File: src/rtl/ctrl_pkg.sv
// ctrl_pkg: opcodes, ALU classes and FSM states shared by the multi-cycle controller
package ctrl_pkg;
    localparam logic [6:0] OP_RTYPE  = 7'b0110011;
    localparam logic [6:0] OP_ITYPE  = 7'b0010011;
    localparam logic [1:0] ALUOP_R   = 2'b10;
    localparam logic [1:0] ALUOP_ADD = 2'b00;
    typedef enum logic [2:0] {IDLE, FETCH, DECODE, EXECUTE, WRITEBACK, TRAP} state_t;
    function automatic logic op_legal(input logic [6:0] op);
        return (op == OP_RTYPE) || (op == OP_ITYPE);
    endfunction
endpackage

File: src/rtl/fetch_timer.sv
// fetch_timer: counts FETCH cycles without an ack; expired marks the last allowed cycle
//   clk, rst : clock, async active-high reset
//   clear    : force count to zero (held while not fetching)
//   enable   : count one waited cycle
//   expired  : current cycle is the TIMEOUT-th consecutive wait cycle
module fetch_timer #(
    parameter int TIMEOUT = 16
) (
    input  logic clk,
    input  logic rst,
    input  logic clear,
    input  logic enable,
    output logic expired
);
    localparam int W = $clog2(TIMEOUT + 1);
    localparam logic [W-1:0] LAST = W'(TIMEOUT - 1);
    logic [W-1:0] cnt;
    always_ff @(posedge clk or posedge rst) begin
        if (rst) cnt <= '0;
        else if (clear) cnt <= '0;
        else if (enable) cnt <= cnt + 1'b1;
    end
    assign expired = cnt >= LAST;
endmodule

File: src/rtl/multicycle_control.sv
// multicycle_control: FETCH/DECODE/EXECUTE/WRITEBACK sequencer for a multi-cycle datapath
//   clk_i, rst_i  : clock, async active-high reset
//   start_i       : run enable (level)
//   Op_i          : opcode from instruction memory
//   IMemAck_i     : instruction memory data valid
//   IMemReq_o     : fetch request
//   IRWrite_o     : load instruction register (combinational on ack in FETCH)
//   PCWrite_o     : advance PC
//   ALUOp_o       : 10 = R-format, 00 = add
//   ALUSrc_o      : 0 = rs2, 1 = immediate
//   RegWrite_o    : register file write
//   Busy_o        : mid-instruction
//   Trap_o        : sticky illegal-opcode / fetch-timeout flag
//   RetireCnt_o   : retired instruction count, wrapping
module multicycle_control
    import ctrl_pkg::*;
#(
    parameter int FETCH_TIMEOUT = 16,
    parameter int CNT_W         = 32
) (
    input  logic             clk_i,
    input  logic             rst_i,
    input  logic             start_i,
    input  logic [6:0]       Op_i,
    input  logic             IMemAck_i,
    output logic             IMemReq_o,
    output logic             IRWrite_o,
    output logic             PCWrite_o,
    output logic [1:0]       ALUOp_o,
    output logic             ALUSrc_o,
    output logic             RegWrite_o,
    output logic             Busy_o,
    output logic             Trap_o,
    output logic [CNT_W-1:0] RetireCnt_o
);
    state_t state, next_state;
    logic [6:0] op_q;
    logic [CNT_W-1:0] retire_q;
    logic expired;
    logic alu_phase;
    fetch_timer #(.TIMEOUT(FETCH_TIMEOUT)) u_timer (
        .clk     (clk_i),
        .rst     (rst_i),
        .clear   (state != FETCH),
        .enable  (state == FETCH && !IMemAck_i),
        .expired (expired)
    );
    always_ff @(posedge clk_i or posedge rst_i) begin
        if (rst_i) begin
            state    <= IDLE;
            op_q     <= '0;
            retire_q <= '0;
        end else begin
            state <= next_state;
            if (state == DECODE) op_q <= Op_i;
            if (state == WRITEBACK) retire_q <= retire_q + 1'b1;
        end
    end
    // An ack in the final allowed cycle takes priority over the timeout.
    always_comb begin
        next_state = state;
        case (state)
            IDLE:      next_state = start_i ? FETCH : IDLE;
            FETCH:     next_state = IMemAck_i ? DECODE : (expired ? TRAP : FETCH);
            DECODE:    next_state = op_legal(Op_i) ? EXECUTE : TRAP;
            EXECUTE:   next_state = WRITEBACK;
            WRITEBACK: next_state = start_i ? FETCH : IDLE;
            default:   next_state = TRAP;
        endcase
    end
    assign alu_phase   = (state == EXECUTE) || (state == WRITEBACK);
    assign IMemReq_o   = state == FETCH;
    assign IRWrite_o   = (state == FETCH) && IMemAck_i;
    assign PCWrite_o   = state == WRITEBACK;
    assign RegWrite_o  = state == WRITEBACK;
    assign ALUOp_o     = (alu_phase && op_q == OP_RTYPE) ? ALUOP_R : ALUOP_ADD;
    assign ALUSrc_o    = alu_phase && op_q == OP_ITYPE;
    assign Busy_o      = (state == FETCH) || (state == DECODE) || alu_phase;
    assign Trap_o      = state == TRAP;
    assign RetireCnt_o = retire_q;
endmodule

File: config.mk
export PLATFORM = sky130hd
export DESIGN_NAME = multicycle_control
export DESIGN_NICKNAME = d
export VERILOG_FILES = /design/src/rtl/ctrl_pkg.sv /design/src/rtl/fetch_timer.sv /design/src/rtl/multicycle_control.sv
export SDC_FILE = /design/constraint.sdc
export NUM_CORES = 1
export LEC_CHECK = 0
export BUFFER_PORTS_ARGS = -buffer_cell sky130_fd_sc_hd__buf_2
export CORE_MARGIN = 2
export CORE_UTILIZATION = 40
export CTS_CLUSTER_DIAMETER = 50
export DETAILED_ROUTE_END_ITERATION = 8
export PLACE_DENSITY = 0.7
export SETUP_SLACK_MARGIN = 0.02
export SYNTH_ARGS = -nofsm -noshare
export SYNTH_HDL_FRONTEND = slang
export SYNTH_HIERARCHICAL = 1
export SYNTH_SLANG_ARGS = --single-unit
File: constraint.sdc
create_clock -name clk_i -period 1.7 [get_ports clk_i]
set_input_delay 0.34 -clock clk_i [delete_from_list [all_inputs] [get_ports clk_i]]
set_output_delay 0.34 -clock clk_i [all_outputs]
set_load 0.05 [all_outputs]
* After elaboration in Yosys (flattened, before gate mapping)
Cells that the tools add are included.
** Cells by class
- $add $sub $neg :: 2
- $mul :: 0
- Div/mod/pow operators :: 0
- Magnitude comparators :: 1
- Eq/ne operators :: 10
- Shifts and indexed selects :: 0
- Muxes and demuxes :: 8
- Bitwise logic cells :: 0
- Reductions and logical operators :: 12
** Operators by type and width (number)
- $add A32 B1 Y32 const B :: 1
- $eq A7 B5 Y1 const B :: 2
- $eq A7 B6 Y1 const B :: 2
- $pmux W3 S4 :: 1
- $mux W5 :: 2
- $mux W3 :: 3
- $eq A3 B2 Y1 const B :: 2
- $eq A3 B3 Y1 const B :: 2
- $add A5 B1 Y5 const B :: 1
- $ge A5 B4 Y1 const B :: 1
- $logic_and A1 B1 Y1 :: 4
- $logic_or A1 B1 Y1 :: 4
- $eq A3 B1 Y1 const B :: 1
- $logic_not A3 Y1 :: 1
- $ne A3 B1 Y1 const B :: 1
- $mux W2 :: 1
- $reduce_bool A2 Y1 :: 1
- $reduce_or A2 Y1 :: 1
- $logic_not A1 Y1 :: 1
- $mux W1 :: 1
** Word-level totals
- Register bits :: 47
- Latch bits :: 0
- Bits in writable memories :: 0
- ROM bits :: 0
- Output and inout port bits :: 41
- Memories kept :: 0

* Longest topological paths before layout
Gate-level depths: netlist of run 1.
- Depth in word-level cells :: 4
- Gate-level depth with buffers :: 8
- Mapped depth without buffers :: 8

* By module
Netlist of run 1, hierarchy kept.
** Modules (own cells, without submodules)
- multicycle_control :: times used 1, cells each 176, area an instance 2013.2 µm², sequential area each 1051.0 µm²
- fetch_timer :: times used 1, cells each 27, area an instance 296.5 µm², sequential area each 125.1 µm²

* Least setup slack after synthesis of run 1
No wires, ideal clock.
- Path kind :: register -> output
- Start :: register state[0]
- End :: output ALUOp_o[1]
- Data arrival time :: 2.279 ns
- Required time :: 1.360 ns
- Slack :: -0.919 ns
- Stages on the path, launching flop included :: 7
- Buffers on the path :: 2
- Path through :: dfrtp_1 > clkbuf_1 > or3b_1 > buf_6 > inv_1 > o2111ai_1 > nor2_1
** On the way
- Word-level cells in the longest chain between the ends :: 4
** Ends and longest elaborated chain
- start: declaration :: line multicycle_control.sv:36 : state_t state, next_state;
- start signal: assignment :: line multicycle_control.sv:54 : state <= next_state;
- $eq A3 B3 Y1
- via PCWrite_o :: line multicycle_control.sv:28 : output logic PCWrite_o,
- $logic_or A1 B1 Y1 :: line multicycle_control.sv:71 : assign alu_phase = (state == EXECUTE) || (state == WRITEBACK);
- $logic_and A1 B1 Y1 :: line multicycle_control.sv:76 : assign ALUOp_o = (alu_phase && op_q == OP_RTYPE) ? ALUOP_R : ALUOP_ADD;
- $mux W2 :: line multicycle_control.sv:76
- end: declaration :: line multicycle_control.sv:29 : output logic [1:0] ALUOp_o,
The timed path passes the listed nets, and every way through them passes these cells.

* Final worst setup path of run 1
- Start :: register state[1]
- End :: output ALUOp_o[1]
** On the way
- Word-level cells in the longest chain between the ends :: 4
** Ends and longest elaborated chain (line)
- $eq A3 B2 Y1 or $eq A3 B3 Y1 (tied branches) :: multicycle_control.sv:71
- $logic_or A1 B1 Y1 (*) :: multicycle_control.sv:71
- $logic_and A1 B1 Y1 (*) :: multicycle_control.sv:76
- $mux W2 (*) :: multicycle_control.sv:76
Every way passes the cells marked *; elsewhere a longest branch is shown, timed or not.

==> summary.txt, run 1 <==
Status
  • Run status: finished, violations left
  • Violated checks: setup timing

Run
  • Max-cap viol count: 0

Synth
  • Post-Syn Area: 0.00231 mm^2
  • Synthesized area per cell: between 10 and 15 um^2
  • Synth warnings: 6
  • Async S/R FF share, synth: 1.00
  • Post-synth EDFFs: 0
  • Netlist cell types: 44
  • Synthesis-stage register bit count: 47
  • Register area share after synthesis: 0.509
  • Synth Net Count: 217
  • Post-synth top flop: dfrtp_1
  • Cell count after synthesis: 203

Layout
  • Final nets: 303
  • Area delta synth->final: 46.9%
  • Sequential cell area: 0.00120 mm^2
  • Commonest non-fill, non-tap cells in the layout: buf_2, dfrtp_1, xnor2_1, buf_6, nand4_1
  • Multi-input gate area: 0.00127 mm^2
  • Final Cell Area: 0.00339 mm^2
  • Diode count: 0
  • Most common cell after layout, fill and taps aside: buf_2
  • Layout cells sized above 1: 0.528
  • Filler Cell Count: 452

Critical path
  • Critical path capture point type: primary output
  • Crit Path Class: reg2out
  • Top fanout value on the critical path: 2
  • Critical Path AT: about 1.6 ns
  • Type of origin of the critical path: flip-flop
  • Crit path required time: 1.36 ns

Route
  • WL per Instance: 14.7 um
  • DRC errors left: 0
  • Via count: 1830
  • Drt first-iter violations: 83
  • Wirelength, routed: ~5300 um
  • ANT nets after route: 0
  • Vias per cell: about 5.1
  • Drt pass-1 iters: 4

Die
  • Die height: 80.0 um
  • Core ar.: ~0.0055 mm^2
  • Die ar.: approximately 0.0064 mm^2
  • FP Rows: 27
  • Die Width: between 70 and 80 um
  • Initial Utilization: 0.417
  • # IOs: 52

STA
  • Fin. max-slew vios: 0
  • Clk_skew: roughly 0.011 ns
  • Final setup violating endpoints: 22
  • Final worst-path cycle share: 1.16
  • Fmax: ~510 MHz
  • RSZ-0062 raised after global routing: yes
  • Fin crit period: 1.97 ns
  • Final hold viol count: 0
  • PnR worst setup slack: -0.269 ns
  • Worst hold slack: 0.256 ns

Clocking
  • CTS Buf Count: 5
  • Clk Tree Root Cell: clkbuf_8
  • CTS tree: built
  • CTS Buffer Depth: 2
  • Later-pin clock latency in the skew report: 0.30 ns
  • Clock Pin Slew Worst Setup and Hold Paths: 0.08 ns
  • CTS H-tree depth: 2
  • Clock sinks: between 40 and 50

Pwr
  • Static leakage: 1.62 nW
  • VDD IR max: between 1.5 and 2 mV
  • Power density cells: roughly 1400 mW/mm^2

GRT
  • Initial antenna violation count: 0
  • Largest net degree at the start of global routing: 33
  • GR Util All Layers: 0.156
  • Global-route wire length before repair: 7820 um
  • Gr ovfl total: 0
  • Vias in the first global route: about 1700

Worst hold path
  • Hold Crit Class: in2reg

Placement
  • Routability cong.: between 0.7 and 0.8
  • Post-DP HPWL: 3340 um
  • Cell Area, Placed: roughly 0.0028 mm^2
  • PortBufs: 50
[worst paths after layout]
check                                 from         endpoint  slack, ns  cells past startpoint
setup / recovery                  state[1]       ALUOp_o[1]      -0.27                      5
hold / removal                     Op_i[5]          op_q[5]       0.26                      3
setup reg to reg                  state[2]          op_q[0]      -0.10                      8
hold reg to reg            RetireCnt_o[31]  RetireCnt_o[31]       0.46                      1
max in group asynchronous            rst_i  RetireCnt_o[16]       0.55                      4
min in group asynchronous            rst_i   u_timer/cnt[2]       0.50                      3
[cells in the mapped netlist, drive strengths merged (2+ instances only)]
cell	count	share of area
ha	3	0.016
and4	3	0.011
and2	2	0.0054
mux2	8	0.041
and3	9	0.024
nor4b	2	0.0076
nor4	2	0.0081
nor3b	2	0.0087
inv	9	0.015
nor2	15	0.029
xnor2	29	0.11
nand2	10	0.016
nand4	19	0.058
xor2	4	0.015
dfrtp	47	0.51
nand3	11	0.024
a21oi	2	0.0043
buf	7	0.027
nor3	3	0.011
[kinds of logic (layout without fill, tap and decap cells)]
logic type	Yosys count	count (layout)	share of synthesized area
compound gates	9	9	0.0293
xor+xnor	33	33	0.125
fa+ha+maj	3	3	0.0163
buf+inv	17	103	0.0428
flops	47	47	0.509
mux	9	9	0.0450
other cells	1	1	0.00162
simple gates	84	85	0.231
[power by group]
part           switching [mW]  internal [mW]
sequential              0.206           1.31
clock                   0.372          0.439
combinational            1.22           1.11
total                    1.79           2.86
[flip-flops by register name, summed over array words and instances, names as in the netlist]
name	count
RetireCnt_o	32
u_timer/cnt	5
state	3
op_q	7
[through the flow]
step / util / total power, mW / TNS, ns / cells / worst slack, ns
detailed placement: 0.513 / 3.03 / -0.157 / 335 / -0.0903
global route: 0.612 / 4.86 / -4.62 / 362 / -0.340
CTS: 0.558 / 4.11 / -1.09 / 349 / -0.279
global placement: 0.513 / 3.00 / -0.0847 / 335 / -0.0528
finish: 0.612 / 4.66 / -2.09 / 362 / -0.269
floorplan: - / 2.64 / -1.35 / 203 / -0.369
[layout make-up]
cell class              count  area share
clock buffers               6      0.0214
clock inverters             2      0.0111
inverters                   9      0.0125
multi-input cells         140       0.376
flip-flops and latches     47       0.353
well taps                  72      0.0266
repair buffers             86       0.200
[per-layer routing]
metal	global-route usage	vias up	wire (um)
met1	0.182	897	2250
met3	0.0407	6	231
li1	-	887	-
met5	0	-	0
met4	0.0559	0	59
met2	0.273	40	2780
[critical path, stage by stage (launching register included)]
cell        delay [ns]
dfrtp_1           0.40
or3b_4            0.42
clkinvlp_4        0.10
o2111ai_4         0.15
nor2_4            0.12
buf_6             0.16
[what timing repair did]
item	in CTS	in global routing
hold buffers	1	0
hold endpoints to repair	5	0
setup buffers	5	12
gates cloned	0	2
gates resized for setup	27	46
pin swaps	5	22
endpoints found under the setup margin	12	31
(Power assumes the default switching activity.)
==> run 2, diff against run 1 <==
Settings changed: CELL_PAD_IN_SITES_DETAIL_PLACEMENT from default to 0, CELL_PAD_IN_SITES_GLOBAL_PLACEMENT from default to 2, CORE_UTILIZATION 40 to 31, PLACE_DENSITY 0.7 to 0.81.
==> summary.txt, run 2 (synthesized netlist as in run 1, its figures left out) <==
Route
  • ANT nets after route: 0 (unchanged)
  • Vias per cell: 4.62 (was 5.06)
  • Via count: 1745 (was 1830)
  • Wirelength, routed: 4910 um (was 5330 um)
  • DRC errors left: 0 (unchanged)
  • WL per Instance: 13.0 um (was 14.7 um)
  • Drt pass-1 iters: 6 (was 4)
  • Drt first-iter violations: 41 (was 83)

Run
  • Max-cap viol count: 0 (unchanged)

Critical path
  • CP Cell Sequence: or3b_4 -> clkinvlp_4 -> o2111ai_4 -> nor2_4 -> buf_6 (unchanged)
  • Type of origin of the critical path: flip-flop (unchanged)
  • Top fanout value on the critical path: 2 (unchanged)
  • CP max stage delay: 0.42 ns (about the same)
  • CP max-delay cell: or3b_4 (unchanged)
  • Critical path capture point type: primary output (unchanged)
  • WP buf/inv: 2 (unchanged)
  • CP top delay family: simple AND/OR/NAND/NOR gates (unchanged)
  • R2R Setup Slk: 0.07 ns (was -0.10 ns)
  • Crit path required time: 1.36 ns (about the same)
  • WP depth: 5 (unchanged)
  • Critical Path AT: 1.63 ns (about the same)
  • FF-to-FF path depth: 8 (unchanged)
  • Crit Path Class: reg2out (unchanged)

Layout
  • Area delta synth->final: 37.4% (was 46.9%)
  • Diode count: 0 (unchanged)
  • Max reg flops: 32 (unchanged)
  • Most common cell after layout, fill and taps aside: buf_2 (unchanged)
  • Non-Filler Instances: 378 (was 362)
  • Filler Cell Count: 729 (was 452)
  • Sequential cell area: 0.00120 mm^2 (unchanged)
  • Layout cells sized above 1: 0.470 (was 0.528)
  • Final nets: 292 (was 303)
  • Multi-input gate area: 0.00115 mm^2 (was 0.00127 mm^2)
  • Commonest non-fill, non-tap cells in the layout: buf_2, dfrtp_1, xnor2_1, nand4_1 (was buf_2, dfrtp_1, xnor2_1, buf_6, nand4_1)

Worst hold path
  • Hold path cells: 3 (unchanged)
  • Hold Crit Class: in2reg (unchanged)

Die
  • Die height: 90.3 um (was 80.0 um)
  • Die ar.: 0.00816 mm^2 (was 0.00640 mm^2)
  • Core ar.: 0.00721 mm^2 (was 0.00554 mm^2)
  • # IOs: 52 (unchanged)
  • Initial Utilization: 0.320 (was 0.417)
  • Die Width: 90.3 um (was 80.0 um)
  • FP Rows: 31 (was 27)

Pwr
  • Power density cells: 1270 mW/mm^2 (was 1370 mW/mm^2)
  • Static leakage: 1.51 nW (was 1.62 nW)
  • VDD IR max: 1.12 mV (was 1.71 mV)

STA
  • PnR worst setup slack: -0.267 ns (was -0.269 ns)
  • Final hold viol count: 0 (unchanged)
  • Fmax: 508 MHz (about the same)
  • Final worst-path cycle share: 1.16 (about the same)
  • Relative slew slack: 0.642
  • Slew @ Worst Pin: approximately 0.54 ns
  • Clk_skew: 0.00763 ns (was 0.0112 ns)
  • Final setup violating endpoints: 6 (was 22)
  • Fin crit period: 1.97 ns (about the same)
  • RSZ-0062 raised after global routing: yes (unchanged)
  • Fin. max-slew vios: 0 (unchanged)
  • Worst hold slack: 0.246 ns (was 0.256 ns)

GRT
  • Gr ovfl total: 0 (unchanged)
  • Initial antenna violation count: 0 (unchanged)
  • GR Util All Layers: 0.127 (was 0.156)
  • Largest net degree at the start of global routing: 43 (was 33)
  • Global-route wire length before repair: 8430 um (was 7820 um)
  • Vias in the first global route: 1698 (was 1732)

Placement
  • PortBufs: 50 (unchanged)
  • Post-DP HPWL: 3540 um (was 3340 um)
  • Post-Place Cells: 363 (was 335)
  • Routability cong.: 0.727 (was 0.770)

Clocking
  • Clock Pin Slew Worst Setup and Hold Paths: 0.09 ns (was 0.08 ns)
  • CTS tree: built (unchanged)
  • CTS H-tree depth: 2 (unchanged)
  • CTS Buf Count: 5 (unchanged)
  • Clk Tree Root Cell: clkbuf_8 (unchanged)
  • CTS Buffer Depth: 2 (unchanged)
  • Clock sinks: 47 (unchanged)
  • Later-pin clock latency in the skew report: 0.29 ns (was 0.30 ns)

Status
  • Run status: finished, violations left (unchanged)
  • Violated checks: setup timing (unchanged)
## run 2: worst paths after layout
check	from	end
setup / recovery	state[1]	ALUOp_o[1]
hold / removal	Op_i[5]	op_q[5]
setup reg to reg	state[2]	u_timer/cnt[3]
hold reg to reg	RetireCnt_o[31]	RetireCnt_o[31]
max in group asynchronous	rst_i	RetireCnt_o[13]
min in group asynchronous	rst_i	u_timer/cnt[1]
## run 2: per-stage QoR
step / total power [mW] / setup TNS (ns) / worst slack [ns] / utilization / cell area (um^2)
floorplan: 2.64 / -1.35 / -0.369 / - / 2410
global placement: 3.02 / -0.0814 / -0.0511 / 0.399 / 2880
detailed placement: 3.03 / -0.114 / -0.0689 / 0.399 / 2880
CTS: 3.93 / -0.848 / -0.274 / 0.427 / 3080
global route: 4.26 / -1.64 / -0.376 / 0.440 / 3170
finish: 4.03 / -1.08 / -0.267 / 0.440 / 3170
## run 2: cell type report
cell class              instances  area share
repair buffers                 76       0.179
flip-flops and latches         47       0.377
well taps                      99      0.0390
clock inverters                 1     0.00276
clock buffers                   7      0.0272
inverters                       9      0.0126
multi-input cells             139       0.362
## run 2: power by group
group	internal (mW)	switching, mW	leakage (nW)
registers	1.31	0.178	0.604
logic	0.803	1.03	0.859
clock network	0.334	0.374	0.0484
## run 2: timing repair
| item | CTS | global route |
|---|---|---|
| resized for setup | 24 | 12 |
| pin swaps | 6 | 3 |
| endpoints found under the hold margin | 5 | 0 |
| endpoints found under the setup margin | 20 | 26 |
| hold buffers | 1 | 0 |
| gates cloned | 0 | 0 |
| setup buffers | 1 | 5 |
## run 2: worst reg2reg max path, cell delays in order, from the launching register on
cell      delay (ns)
dfrtp_1         0.40
buf_6           0.14
buf_6           0.11
nand2b_4        0.14
nor2_4          0.13
inv_2           0.07
nor2_4          0.12
nand4_4         0.11
mux2_4          0.30
## run 2: routing by layer
metal,share of wire,wire [um],up-vias,global-route usage
met2,0.49,2390,35,0.207
met5,0,0,-,0
li1,-,-,859,-
met1,0.46,2260,845,0.169
met3,0.041,202,6,0.0292
met4,0.011,55,0,0.0346
==> run 3, diff against run 2 <==
Settings changed: SETUP_SLACK_MARGIN 0.02 to 0.4.
==> summary.txt, run 3 (synthesized netlist as in run 1, its figures left out) <==
Pwr
  • Pint: 3.05 mW (was 2.45 mW)
  • NetSw: 1.77 mW (was 1.58 mW)
  • VDD IR max: 1.22 mV (was 1.12 mV)
  • Clock share of power: 0.168 (was 0.176)
  • Combinational cell fraction of total power: 0.513 (was 0.454)
  • Total power: 4.82 mW (was 4.03 mW)
  • Sw Ratio: 0.368 (was 0.392)
  • Power density cells: 1200 mW/mm^2 (was 1270 mW/mm^2)
  • Reg power frac: 0.319 (was 0.370)
  • Static leakage: 1.87 nW (was 1.51 nW)

Placement
  • PortBufs: 50 (unchanged)
  • Dpl ws: -0.0713 ns (was -0.0689 ns)
  • Post-DP HPWL: 3520 um (was 3540 um)
  • Routability cong.: 0.731 (was 0.727)
  • Post-Place Cells: 361 (was 363)

Worst hold path
  • Hold Crit Class: in2reg (unchanged)
  • Hold path endpoint: op_q[5] (unchanged)
  • Hold path cells: 3 (unchanged)
  • Hold path startpoint: Op_i[5] (unchanged)

Status
  • Violated checks: setup timing (unchanged)
  • Run status: finished, violations left (unchanged)

Die
  • FP Rows: 31 (unchanged)
  • # IOs: 52 (unchanged)
  • Core ar.: 0.00721 mm^2 (unchanged)
  • Die ar.: 0.00816 mm^2 (unchanged)
  • Die Width: 90.3 um (unchanged)
  • Initial Utilization: 0.320 (unchanged)
  • Die height: 90.3 um (unchanged)

STA
  • PnR worst setup slack: -0.299 ns (was -0.267 ns)
  • Clk_skew: 0.0130 ns (was 0.00763 ns)
  • Worst hold slack: 0.259 ns (was 0.246 ns)
  • RSZ-0062 raised after global routing: yes (unchanged)
  • Setup_tns: -5.50 ns (was -1.08 ns)
  • Fin crit period: 2.00 ns (was 1.97 ns)
  • Final hold viol count: 0 (unchanged)
  • Final setup violating endpoints: 38 (was 6)
  • Final worst-path cycle share: 1.18 (was 1.16)
  • Fin. max-slew vios: 0 (unchanged)
  • Fmax: 500 MHz (was 508 MHz)

Layout
  • Most common cell after layout, fill and taps aside: buf_4 (was buf_2)
  • Layout cells sized above 1: 0.651 (was 0.470)
  • Max reg flops: 32 (unchanged)
  • Diode count: 0 (unchanged)
  • Filler Cell Count: 638 (was 729)
  • Commonest non-fill, non-tap cells in the layout: buf_4, buf_6, dfrtp_2, dfrtp_1, xnor2_1 (was buf_2, dfrtp_1, xnor2_1, nand4_1)
  • Non-Filler Instances: 420 (was 378)
  • Final nets: 334 (was 292)
  • Area delta synth->final: 73.6% (was 37.4%)

Run
  • Max-cap viol count: 0 (unchanged)

Route
  • Wirelength, routed: 5710 um (was 4910 um)
  • WL per Instance: 13.6 um (was 13.0 um)
  • DRC errors left: 0 (unchanged)
  • Drt first-iter violations: 73 (was 41)
  • Drt pass-1 iters: 4 (was 6)
  • ANT nets after route: 0 (unchanged)
  • Vias per cell: 4.71 (was 4.62)
  • Via count: 1978 (was 1745)

Critical path
  • FF-to-FF Start: state[1] (was state[2])
  • Crit Path Class: reg2out (unchanged)
  • FF-to-FF path depth: 8 (unchanged)
  • Critical path capture point type: primary output (unchanged)
  • Top fanout value on the critical path: 2 (unchanged)
  • R2R Setup Slk: -0.19 ns (was 0.07 ns)
  • Crit path required time: 1.36 ns (about the same)
  • Critical Path AT: 1.66 ns (was 1.63 ns)
  • Type of origin of the critical path: flip-flop (unchanged)
  • Critical R2R Capture: RetireCnt_o[27] (was u_timer/cnt[3])

Clocking
  • CTS Buffer Depth: 2 (unchanged)
  • Clk Tree Root Cell: clkbuf_8 (unchanged)
  • Clock sinks: 47 (unchanged)
  • CTS tree: built (unchanged)
  • Clock Pin Slew Worst Setup and Hold Paths: 0.08 ns (was 0.09 ns)
  • CTS H-tree depth: 2 (unchanged)
  • CTS Buf Count: 5 (unchanged)
  • Later-pin clock latency in the skew report: 0.30 ns (was 0.29 ns)

GRT
  • Global-route wire length before repair: 9420 um (was 8430 um)
  • Gr ovfl total: 0 (unchanged)
  • Vias in the first global route: 1936 (was 1698)
  • Largest net degree at the start of global routing: 43 (unchanged)
  • GR Util All Layers: 0.140 (was 0.127)
  • Initial antenna violation count: 0 (unchanged)
==> run 3: cell types whose count changed in the layout (fill, tap and decap cells not counted), moves of 5 or more <==
cell | previous run | this run
nand2_2 | 0 | 5
buf_2 | 42 | 11
xnor2_1 | 29 | 22
buf_4 | 17 | 49
nand2_1 | 10 | 5
mux2_2 | 7 | 2
mux2_4 | 1 | 6
buf_6 | 9 | 42
nand3_1 | 11 | 4
buf_8 | 4 | 10
dfrtp_1 | 30 | 23
xnor2_2 | 0 | 7
dfrtp_2 | 17 | 24
==> run 3: through the flow <==
| step | util | area, um^2 |
|---|---|---|
| after global placement | 0.408 | 2950 |
| after global routing | 0.556 | 4010 |
| after CTS | 0.495 | 3570 |
| after detailed placement | 0.408 | 2950 |
| final | 0.556 | 4010 |
| after floorplan | - | 2490 |
==> run 3: worst max-delay path: stages (launching register included) <==
cell and delay (ns):
dfrtp_1 0.40, or3b_4 0.42, clkinvlp_4 0.11, o2111ai_4 0.15, nor2_4 0.13, buf_8 0.15
==> run 3: how the worst max path moves through the flow <==
stage / start / to / slack [ns] / depth (start not counted)
CTS: state[1] / ALUSrc_o / -0.27 / 5
detailed placement: state[1] / ALUOp_o[1] / -0.07 / 5
global placement: state[1] / ALUOp_o[1] / -0.05 / 5
global route: state[1] / ALUOp_o[1] / -0.38 / 5
floorplan: state[1] / ALUOp_o[1] / -0.37 / 6
finish: state[1] / ALUOp_o[1] / -0.30 / 5
==> run 3: timing repair <==
item / in CTS / in global routing
endpoints found under the hold margin: 5 / 0
endpoints found under the setup margin: 80 / 80
resized for setup: 98 / 48
setup buffers: 23 / 26
gates cloned: 0 / 1
pin swaps: 25 / 31
hold buffers: 1 / 0
==> run 3: power groups by stage <==
stage	combinational [mW]	sequential, mW	clock [mW]
finish	2.48	1.54	0.809
global route	2.63	1.57	0.893
CTS	2.15	1.52	0.840
detailed placement	1.49	1.53	0
global placement	1.48	1.53	0
floorplan	0.946	1.71	0
==> run 3: layer usage <==
layer  wire length [um]  track usage  vias up
met1               2520        0.180      994
met5                  0            0        -
met4                 33       0.0308        0
met2               2950        0.242       35
met3                207       0.0317        5
li1                   -            -      944
==> run 3: area by class of cell <==
type                    instances  area (um^2)  share of cell area
multi-input cells             139         1380               0.344
flip-flops and latches         47         1210               0.301
repair buffers                118         1150               0.286
well taps                      99          124              0.0309
clock buffers                   7         76.3              0.0190
inverters                       9         43.8              0.0109
clock inverters                 1         30.0             0.00749
